`config.mk`:
```
export PLATFORM = sky130hd
export DESIGN_NAME = apb_initiator
export DESIGN_NICKNAME = d
export VERILOG_FILES = /design/src/rtl/apb_pkg.sv /design/src/rtl/apb_initiator.sv
export SDC_FILE = /design/constraint.sdc
export NUM_CORES = 1
export LEC_CHECK = 0
export BUFFER_PORTS_ARGS = -buffer_cell sky130_fd_sc_hd__buf_4
export CAP_MARGIN = 10
export CORE_MARGIN = 1.5
export CORE_UTILIZATION = 42
export DETAILED_ROUTE_END_ITERATION = 10
export PLACE_DENSITY = 0.72
export SLEW_MARGIN = 20
export SYNTH_ARGS = -nofsm -noshare
export SYNTH_HDL_FRONTEND = slang
export SYNTH_SLANG_ARGS = --single-unit
```
`constraint.sdc`:
```
create_clock -name clk_in -period 1.7 [get_ports clk_in]
set_input_delay 0.17 -clock clk_in [delete_from_list [all_inputs] [get_ports clk_in]]
set_output_delay 0.17 -clock clk_in [all_outputs]
set_load 0.01 [all_outputs]
```
`src/rtl/apb_pkg.sv`:
```
// Shared APB definitions for the APB initiator slice.
// Contents:
//   APB_ADDR_W / APB_DATA_W / APB_STRB_W - default bus widths
//   apb_state_e - transfer sequencer states
//   apb_cmd_t   - one queued command (addr, write, wdata, strb)
//   apb_rsp_t   - one returned response (rdata, err, timeout)
package apb_pkg;

    localparam int unsigned APB_ADDR_W = 16;
    localparam int unsigned APB_DATA_W = 32;
    localparam int unsigned APB_STRB_W = APB_DATA_W / 8;

    typedef enum logic [1:0] {
        IDLE   = 2'd0,
        SETUP  = 2'd1,
        ACCESS = 2'd2,
        RESP   = 2'd3
    } apb_state_e;

    typedef struct packed {
        logic [APB_ADDR_W-1:0] addr;
        logic                  write;
        logic [APB_DATA_W-1:0] wdata;
        logic [APB_STRB_W-1:0] strb;
    } apb_cmd_t;

    typedef struct packed {
        logic [APB_DATA_W-1:0] rdata;
        logic                  err;
        logic                  timeout;
    } apb_rsp_t;

endpackage

```
`src/rtl/apb_initiator.sv`:
```
// Single-outstanding APB3/APB4 initiator.
// Accepts one command on a valid/ready stream, runs one APB transfer and
// returns the result on a valid/ready response stream. A saturating wait
// counter aborts the transfer if the peripheral holds PREADY low for too
// long (TIMEOUT_CYCLES = 0 disables the abort).
// Ports:
//   clk_in, reset_n (async, active-low)
//   cmd_valid/cmd_ready, cmd_addr, cmd_write, cmd_wdata, cmd_strb - command in
//   rsp_valid/rsp_ready, rsp_rdata, rsp_err, rsp_timeout           - response out
//   busy                                                           - not idle
//   PADDR, PSEL, PENABLE, PWRITE, PWDATA, PSTRB                    - APB request
//   PRDATA, PREADY, PSLVERR                                        - APB completion
module apb_initiator
    import apb_pkg::*;
#(
    parameter int unsigned ADDR_W         = APB_ADDR_W,
    parameter int unsigned DATA_W         = APB_DATA_W,
    parameter int unsigned TIMEOUT_CYCLES = 255
) (
    input  logic                clk_in,
    input  logic                reset_n,
    input  logic                cmd_valid,
    output logic                cmd_ready,
    input  logic [ADDR_W-1:0]   cmd_addr,
    input  logic                cmd_write,
    input  logic [DATA_W-1:0]   cmd_wdata,
    input  logic [DATA_W/8-1:0] cmd_strb,
    output logic                rsp_valid,
    input  logic                rsp_ready,
    output logic [DATA_W-1:0]   rsp_rdata,
    output logic                rsp_err,
    output logic                rsp_timeout,
    output logic                busy,
    output logic [ADDR_W-1:0]   PADDR,
    output logic                PSEL,
    output logic                PENABLE,
    output logic                PWRITE,
    output logic [DATA_W-1:0]   PWDATA,
    output logic [DATA_W/8-1:0] PSTRB,
    input  logic [DATA_W-1:0]   PRDATA,
    input  logic                PREADY,
    input  logic                PSLVERR
);

    localparam int unsigned CNT_W = (TIMEOUT_CYCLES == 0) ? 1 : $clog2(TIMEOUT_CYCLES + 1);
    localparam logic [CNT_W-1:0] CNT_LIM = CNT_W'(TIMEOUT_CYCLES);
    localparam logic [CNT_W-1:0] CNT_MAX = '1;

    apb_state_e       state;
    apb_state_e       next_state;
    logic [CNT_W-1:0] wait_cnt;
    logic             accept;
    logic             complete;
    logic             abort;

    assign cmd_ready = (state == IDLE);
    assign busy      = (state != IDLE);

    always_comb begin
        next_state = state;
        accept     = 1'b0;
        complete   = 1'b0;
        abort      = 1'b0;
        case (state)
            IDLE: begin
                if (cmd_valid) begin
                    accept     = 1'b1;
                    next_state = SETUP;
                end
            end
            SETUP: next_state = ACCESS;
            ACCESS: begin
                // PREADY wins over an expiring counter in the same cycle.
                if (PREADY) begin
                    complete   = 1'b1;
                    next_state = RESP;
                end else if ((TIMEOUT_CYCLES != 0) && (wait_cnt == CNT_LIM)) begin
                    abort      = 1'b1;
                    next_state = RESP;
                end
            end
            RESP: begin
                if (rsp_ready) begin
                    next_state = IDLE;
                end
            end
            default: next_state = IDLE;
        endcase
    end

    always_ff @(posedge clk_in or negedge reset_n) begin
        if (!reset_n) begin
            state       <= IDLE;
            wait_cnt    <= '0;
            PADDR       <= '0;
            PSEL        <= 1'b0;
            PENABLE     <= 1'b0;
            PWRITE      <= 1'b0;
            PWDATA      <= '0;
            PSTRB       <= '0;
            rsp_valid   <= 1'b0;
            rsp_rdata   <= '0;
            rsp_err     <= 1'b0;
            rsp_timeout <= 1'b0;
        end else begin
            state <= next_state;

            if (accept) begin
                PADDR    <= cmd_addr;
                PWRITE   <= cmd_write;
                PWDATA   <= cmd_wdata;
                PSTRB    <= cmd_write ? cmd_strb : '0;
                PSEL     <= 1'b1;
                wait_cnt <= '0;
            end

            if (state == SETUP) begin
                PENABLE <= 1'b1;
            end

            if (state == ACCESS) begin
                if (complete) begin
                    PSEL        <= 1'b0;
                    PENABLE     <= 1'b0;
                    rsp_valid   <= 1'b1;
                    rsp_rdata   <= PWRITE ? '0 : PRDATA;
                    rsp_err     <= PSLVERR;
                    rsp_timeout <= 1'b0;
                end else if (abort) begin
                    PSEL        <= 1'b0;
                    PENABLE     <= 1'b0;
                    rsp_valid   <= 1'b1;
                    rsp_rdata   <= '0;
                    rsp_err     <= 1'b1;
                    rsp_timeout <= 1'b1;
                end else if (wait_cnt != CNT_MAX) begin
                    wait_cnt <= wait_cnt + 1'b1;
                end
            end

            if ((state == RESP) && rsp_ready) begin
                rsp_valid <= 1'b0;
            end
        end
    end

endmodule
```
-- Word-level counts from Yosys, hierarchy flattened
Index checks and enable logic that the tools add are counted.
- register bits after elaboration: 100
- input port bits: 91
- logic and storage cells: 65
- reductions and logical operators: 9
- add/subtract/negate cells: 1
- equal/unequal tests: 8
- multiplexer cells: 35
- operators by type and width (cell ; count):
    2-to-1 mux 32 bit ; 3
    2-to-1 mux 8 bit ; 5
    2-to-1 mux 1 bit ; 21
    adder 8 x 1 -> 8 bit (second input constant) ; 1
    == test 8 bit (second input constant) ; 1
    2-to-1 mux 2 bit ; 4
    inequality test 8 bit (second input constant) ; 1
    case mux 2 bit (4 select lines) ; 1
    nonzero test 2 bit ; 3
    == test 2 bit (second input constant) ; 2
    2-to-1 mux 4 bit ; 1
    inequality test 2 bit (second input constant) ; 2
    AND reduction 2 bit ; 2
    inequality test 3 bit (second input constant) ; 1
    AND reduction 3 bit ; 1
    nonzero test 3 bit ; 1
    == test 2 x 1 -> 1 bit (second input constant) ; 1
    zero test 2 bit ; 1
    logical AND 1 bit ; 1

-- Logic depth before layout (Yosys ltp)
- depth after elaboration: 8
- mapped depth: 8

-- Least setup slack after synthesis
No wires, ideal clock.
- path kind: register to register
- from: reg state[0]
- to: reg state[1]
- data arrival time: 1.648 ns
- cell stages (with the launch flop): 9
- library setup time: 0.128 ns
- required time: 1.572 ns
- path slack: -0.076 ns
- buffers on the path: 2
- cells stage by stage: dfrtp_1 > inv_1 > ha_1 > nand2b_1 > buf_2 > o21ba_1 > buf_4 > nor2_2 > mux2_1
- longest elaborated chain between the ends: 3
- ends and longest elaborated chain (item ; line ; RTL):
    start: declaration ; apb_initiator.sv:49 ; apb_state_e state;
    start signal: assignment ; apb_initiator.sv:106 ; state <= next_state;
    == test 2 bit / zero test 2 bit (equally long branches) ; apb_initiator.sv:64 ; case (state)
    inequality test 3 bit (no line) / inequality test 2 bit (equally long branches) ; - ;
    AND reduction 3 bit (no line) ; - ;
Parallel ways exist; a longest one is shown, timed or not.
A chain may end at the register's enable or synchronous reset.

-- Final worst setup path
- from: reg state[1]
- to: reg PWDATA[2]
- longest elaborated chain between the ends: 2
- ends and longest elaborated chain (item ; line ; RTL):
    zero test 2 bit ; apb_initiator.sv:64 ;
    2-to-1 mux 1 bit ; apb_initiator.sv:64 ;
    end signal: assignment ; apb_initiator.sv:111 ; PWDATA <= cmd_wdata;
    end: declaration ; apb_initiator.sv:38 ; output logic [DATA_W-1:0] PWDATA,
Every way passes these cells.

==> flow_summary.json <==
{
  "outcome": "complete, but fails checks",
  "violations": "design-rule violations",
  "cts_inserted_buffers": 9,
  "design.die.area_um2": 9780,
  "ys_warn_count": 0,
  "numPortBuffers": 182,
  "syn_to_final_growth_pct": 47.23,
  "grt_pass1_wl_um": 14330,
  "cts_tree": "yes",
  "r2r-end": "PWDATA[2]",
  "grt_max_degree": 52,
  "rsz0062_at_grt": "false",
  "fill_cells": 712,
  "avgSynthCellArea_um2": 14.36,
  "maxCapViolCount": 0,
  "wl_per_cell_um": 15.25,
  "drt_iter0_markers": 70,
  "reg2reg_depth": 5,
  "synth_top_area_share_pct": 64.79,
  "yosys-top-cells-count": "dfrtp_1 (100), mux2_2 (50), a22o_1 (33)",
  "setup_ws_ps": 80.79,
  "die_h_um": 98.90,
  "place.gp.congestion": 0.7004,
  "drc": 13,
  "clk_latency_ps": 350,
  "overflow": 0,
  "path_clk_slew_ps": 90,
  "routed_wl_um": 8755,
  "critical_path_required_ps": 1940,
  "synthTopCellsByArea": "dfrtp_1 (65%), mux2_2 (15%), a22o_1 (7.5%)",
  "drive_above_1_share_pct": 57.51,
  "post_cts_buffers": 0,
  "post-route-min-period_ps": 1619,
  "ir_drop_v": 0.0008707,
  "worstMarginPinSlew_ps": 328.3,
  "routed_via_density": 4.936,
  "finalCritPeriodShare_pct": 95.25,
  "hold_violations": 0,
  "skew_ps": 15.28,
  "antenna_cells": 0,
  "dp_cells": 556,
  "synth_edf_count": 0,
  "fin_tns_setup_ps": 0,
  "netlist_area_um2": 3862,
  "postSynthCellCount": 269,
  "cts_buffer_depth": 2,
  "path_class": "reg -> reg",
  "timing.rr.start": "state[1]",
  "synth_ff_type": "dfrtp_1",
  "drt_pass1_iterations": 8,
  "ys_seq_elements": 100,
  "syn_nets": 365,
  "htreeDepth": 3,
  "nets": 558,
  "cts-root-buf": "clkbuf_8",
  "p_leak_uw": 0.002820,
  "hp-class": "in -> reg",
  "vias": 2833,
  "cp_data_arrival_time_ps": 1860,
  "ant_nets": 0,
  "finalPower_uw": 9961,
  "cts_sinks": 100,
  "grt.total_usage_pct": 18.45,
  "yosysMostFrequentCell": "dfrtp_1",
  "die_w_um": 98.90,
  "cp-endpoint": "PWDATA[2]",
  "cp-end-kind": "register",
  "fin_hold_ws_ps": 21.52,
  "placementRows": 34,
  "pre_cts_ws_ps": 62.94,
  "async_flop_share_pct": 100.0,
  "setup_violations": 0,
  "cp-start-kind": "register",
  "synth_cell_types": 34,
  "dp_hpwl_um": 6489,
  "layout.cells.non_filler": 574,
  "fmax_mhz": 617.6,
  "reg2reg_slack_ps": 80,
  "synth_top_area_cell": "dfrtp_1",
  "hold_path_depth": 2,
  "power.density_nw_per_um2": 1752,
  "max_slew_margin_pct": 78.06,
  "drv_slew": 0,
  "worstSetupStartpoint": "state[1]",
  "start_util_pct": 43.86,
  "antenna_found_initial": 0,
  "path_max_fanout": 10,
  "grt_pass1_vias": 3025,
  "io_pins": 183,
  "yosysSeqAreaShare_pct": 64.79,
  "core-area_um2": 8806
}
cell families (layout without fill, tap and decap cells):
kind of cell / after synthesis / after routing / synth area share (%)
flops: 100 / 100 / 64.79
mux: 52 / 52 / 15.13
simple gates: 33 / 33 / 4.212
xor+xnor: 2 / 2 / 0.4536
fa+ha+maj: 5 / 5 / 1.620
buf+inv: 22 / 219 / 2.527
compound gates: 55 / 55 / 11.27
worst min path at each step:
| stage | start | to |
|---|---|---|
| 3_5_place_dp | reset_n | PWDATA[0] |
| 6_report | PREADY | rsp_timeout |
| 2_1_floorplan | reset_n | PADDR[0] |
| 5_1_grt | PRDATA[11] | rsp_rdata[11] |
| 3_3_place_gp | reset_n | PWDATA[3] |
| 4_1_cts | rsp_ready | rsp_valid |
cell usage in the layout (no fill, tap or decap), types with 2 or more instances in the layout:
| cell type | synthesis | routed |
|---|---|---|
| nor2_1 | 3 | 2 |
| dfrtp_1 | 100 | 100 |
| dlygate4sd3_1 | 0 | 3 |
| nor3b_1 | 2 | 2 |
| inv_1 | 7 | 6 |
| nand3_1 | 3 | 3 |
| a211o_1 | 2 | 2 |
| mux2_2 | 50 | 50 |
| clkinv_2 | 0 | 2 |
| xor2_1 | 2 | 2 |
| nand2_1 | 13 | 13 |
| clkbuf_8 | 0 | 9 |
| a21oi_1 | 4 | 4 |
| a22o_1 | 33 | 33 |
| buf_12 | 0 | 5 |
| o21ai_0 | 7 | 7 |
| ha_1 | 5 | 3 |
| buf_4 | 1 | 188 |
| nor3_1 | 2 | 2 |
| o21a_1 | 2 | 2 |
| nor2_2 | 3 | 4 |
flip-flops by register name, indices dropped and copies added (netlist names):
register / cells
wait_cnt: 8
PSTRB: 4
rsp_timeout: 1
state: 2
PENABLE: 1
rsp_valid: 1
PWDATA: 32
rsp_rdata: 32
PWRITE: 1
rsp_err: 1
PADDR: 16
PSEL: 1
through the flow:
stage | util (%) | area [um^2]
floorplan | - | 3891
global placement | 62.05 | 5464
detailed placement | 62.05 | 5464
CTS | 64.31 | 5663
global route | 64.58 | 5687
finish | 64.58 | 5687
per-layer routing:
layer	routed length (um)	GRT usage (%)	vias to the layer above
li1	-	-	1347
met1	3566	23.05	1343
met2	4132	29.92	134
met3	965	6.879	9
met4	91	5.824	0
met5	0	0	-
final cells by class:
| cell class | instances | area, um^2 | share of cell area (%) |
|---|---|---|---|
| Clock buffer | 9 | 123.9 | 2.178 |
| Clock inverter | 6 | 65.06 | 1.144 |
| Multi-Input combinational cell | 147 | 1281 | 22.53 |
| Timing Repair Buffer | 197 | 1553 | 27.30 |
| Tap cell | 108 | 135.1 | 2.376 |
| Inverter | 7 | 26.28 | 0.4620 |
| Sequential cell | 100 | 2502 | 44.00 |
worst max-delay path, stage by stage, from the launching register on:
cell	delay, ps
dfrtp_1	440
inv_1	100
ha_2	170
and2_2	220
buf_4	220
mux2_2	350
repair_timing:
item                                   CTS  global route
hold buffers                             1             2
resized for setup                        0             1
setup endpoints to repair                0             6
endpoints found under the hold margin   49             2
where the power goes:
| group | internal, uW | switching [uW] | leakage [uW] |
|---|---|---|---|
| combinational | 2590 | 1840 | 0.00148 |
| sequential | 3460 | 610 | 0.00124 |
| clock | 676 | 788 | 0.0000955 |
Note: power is estimated with default switching activity, not from simulation.
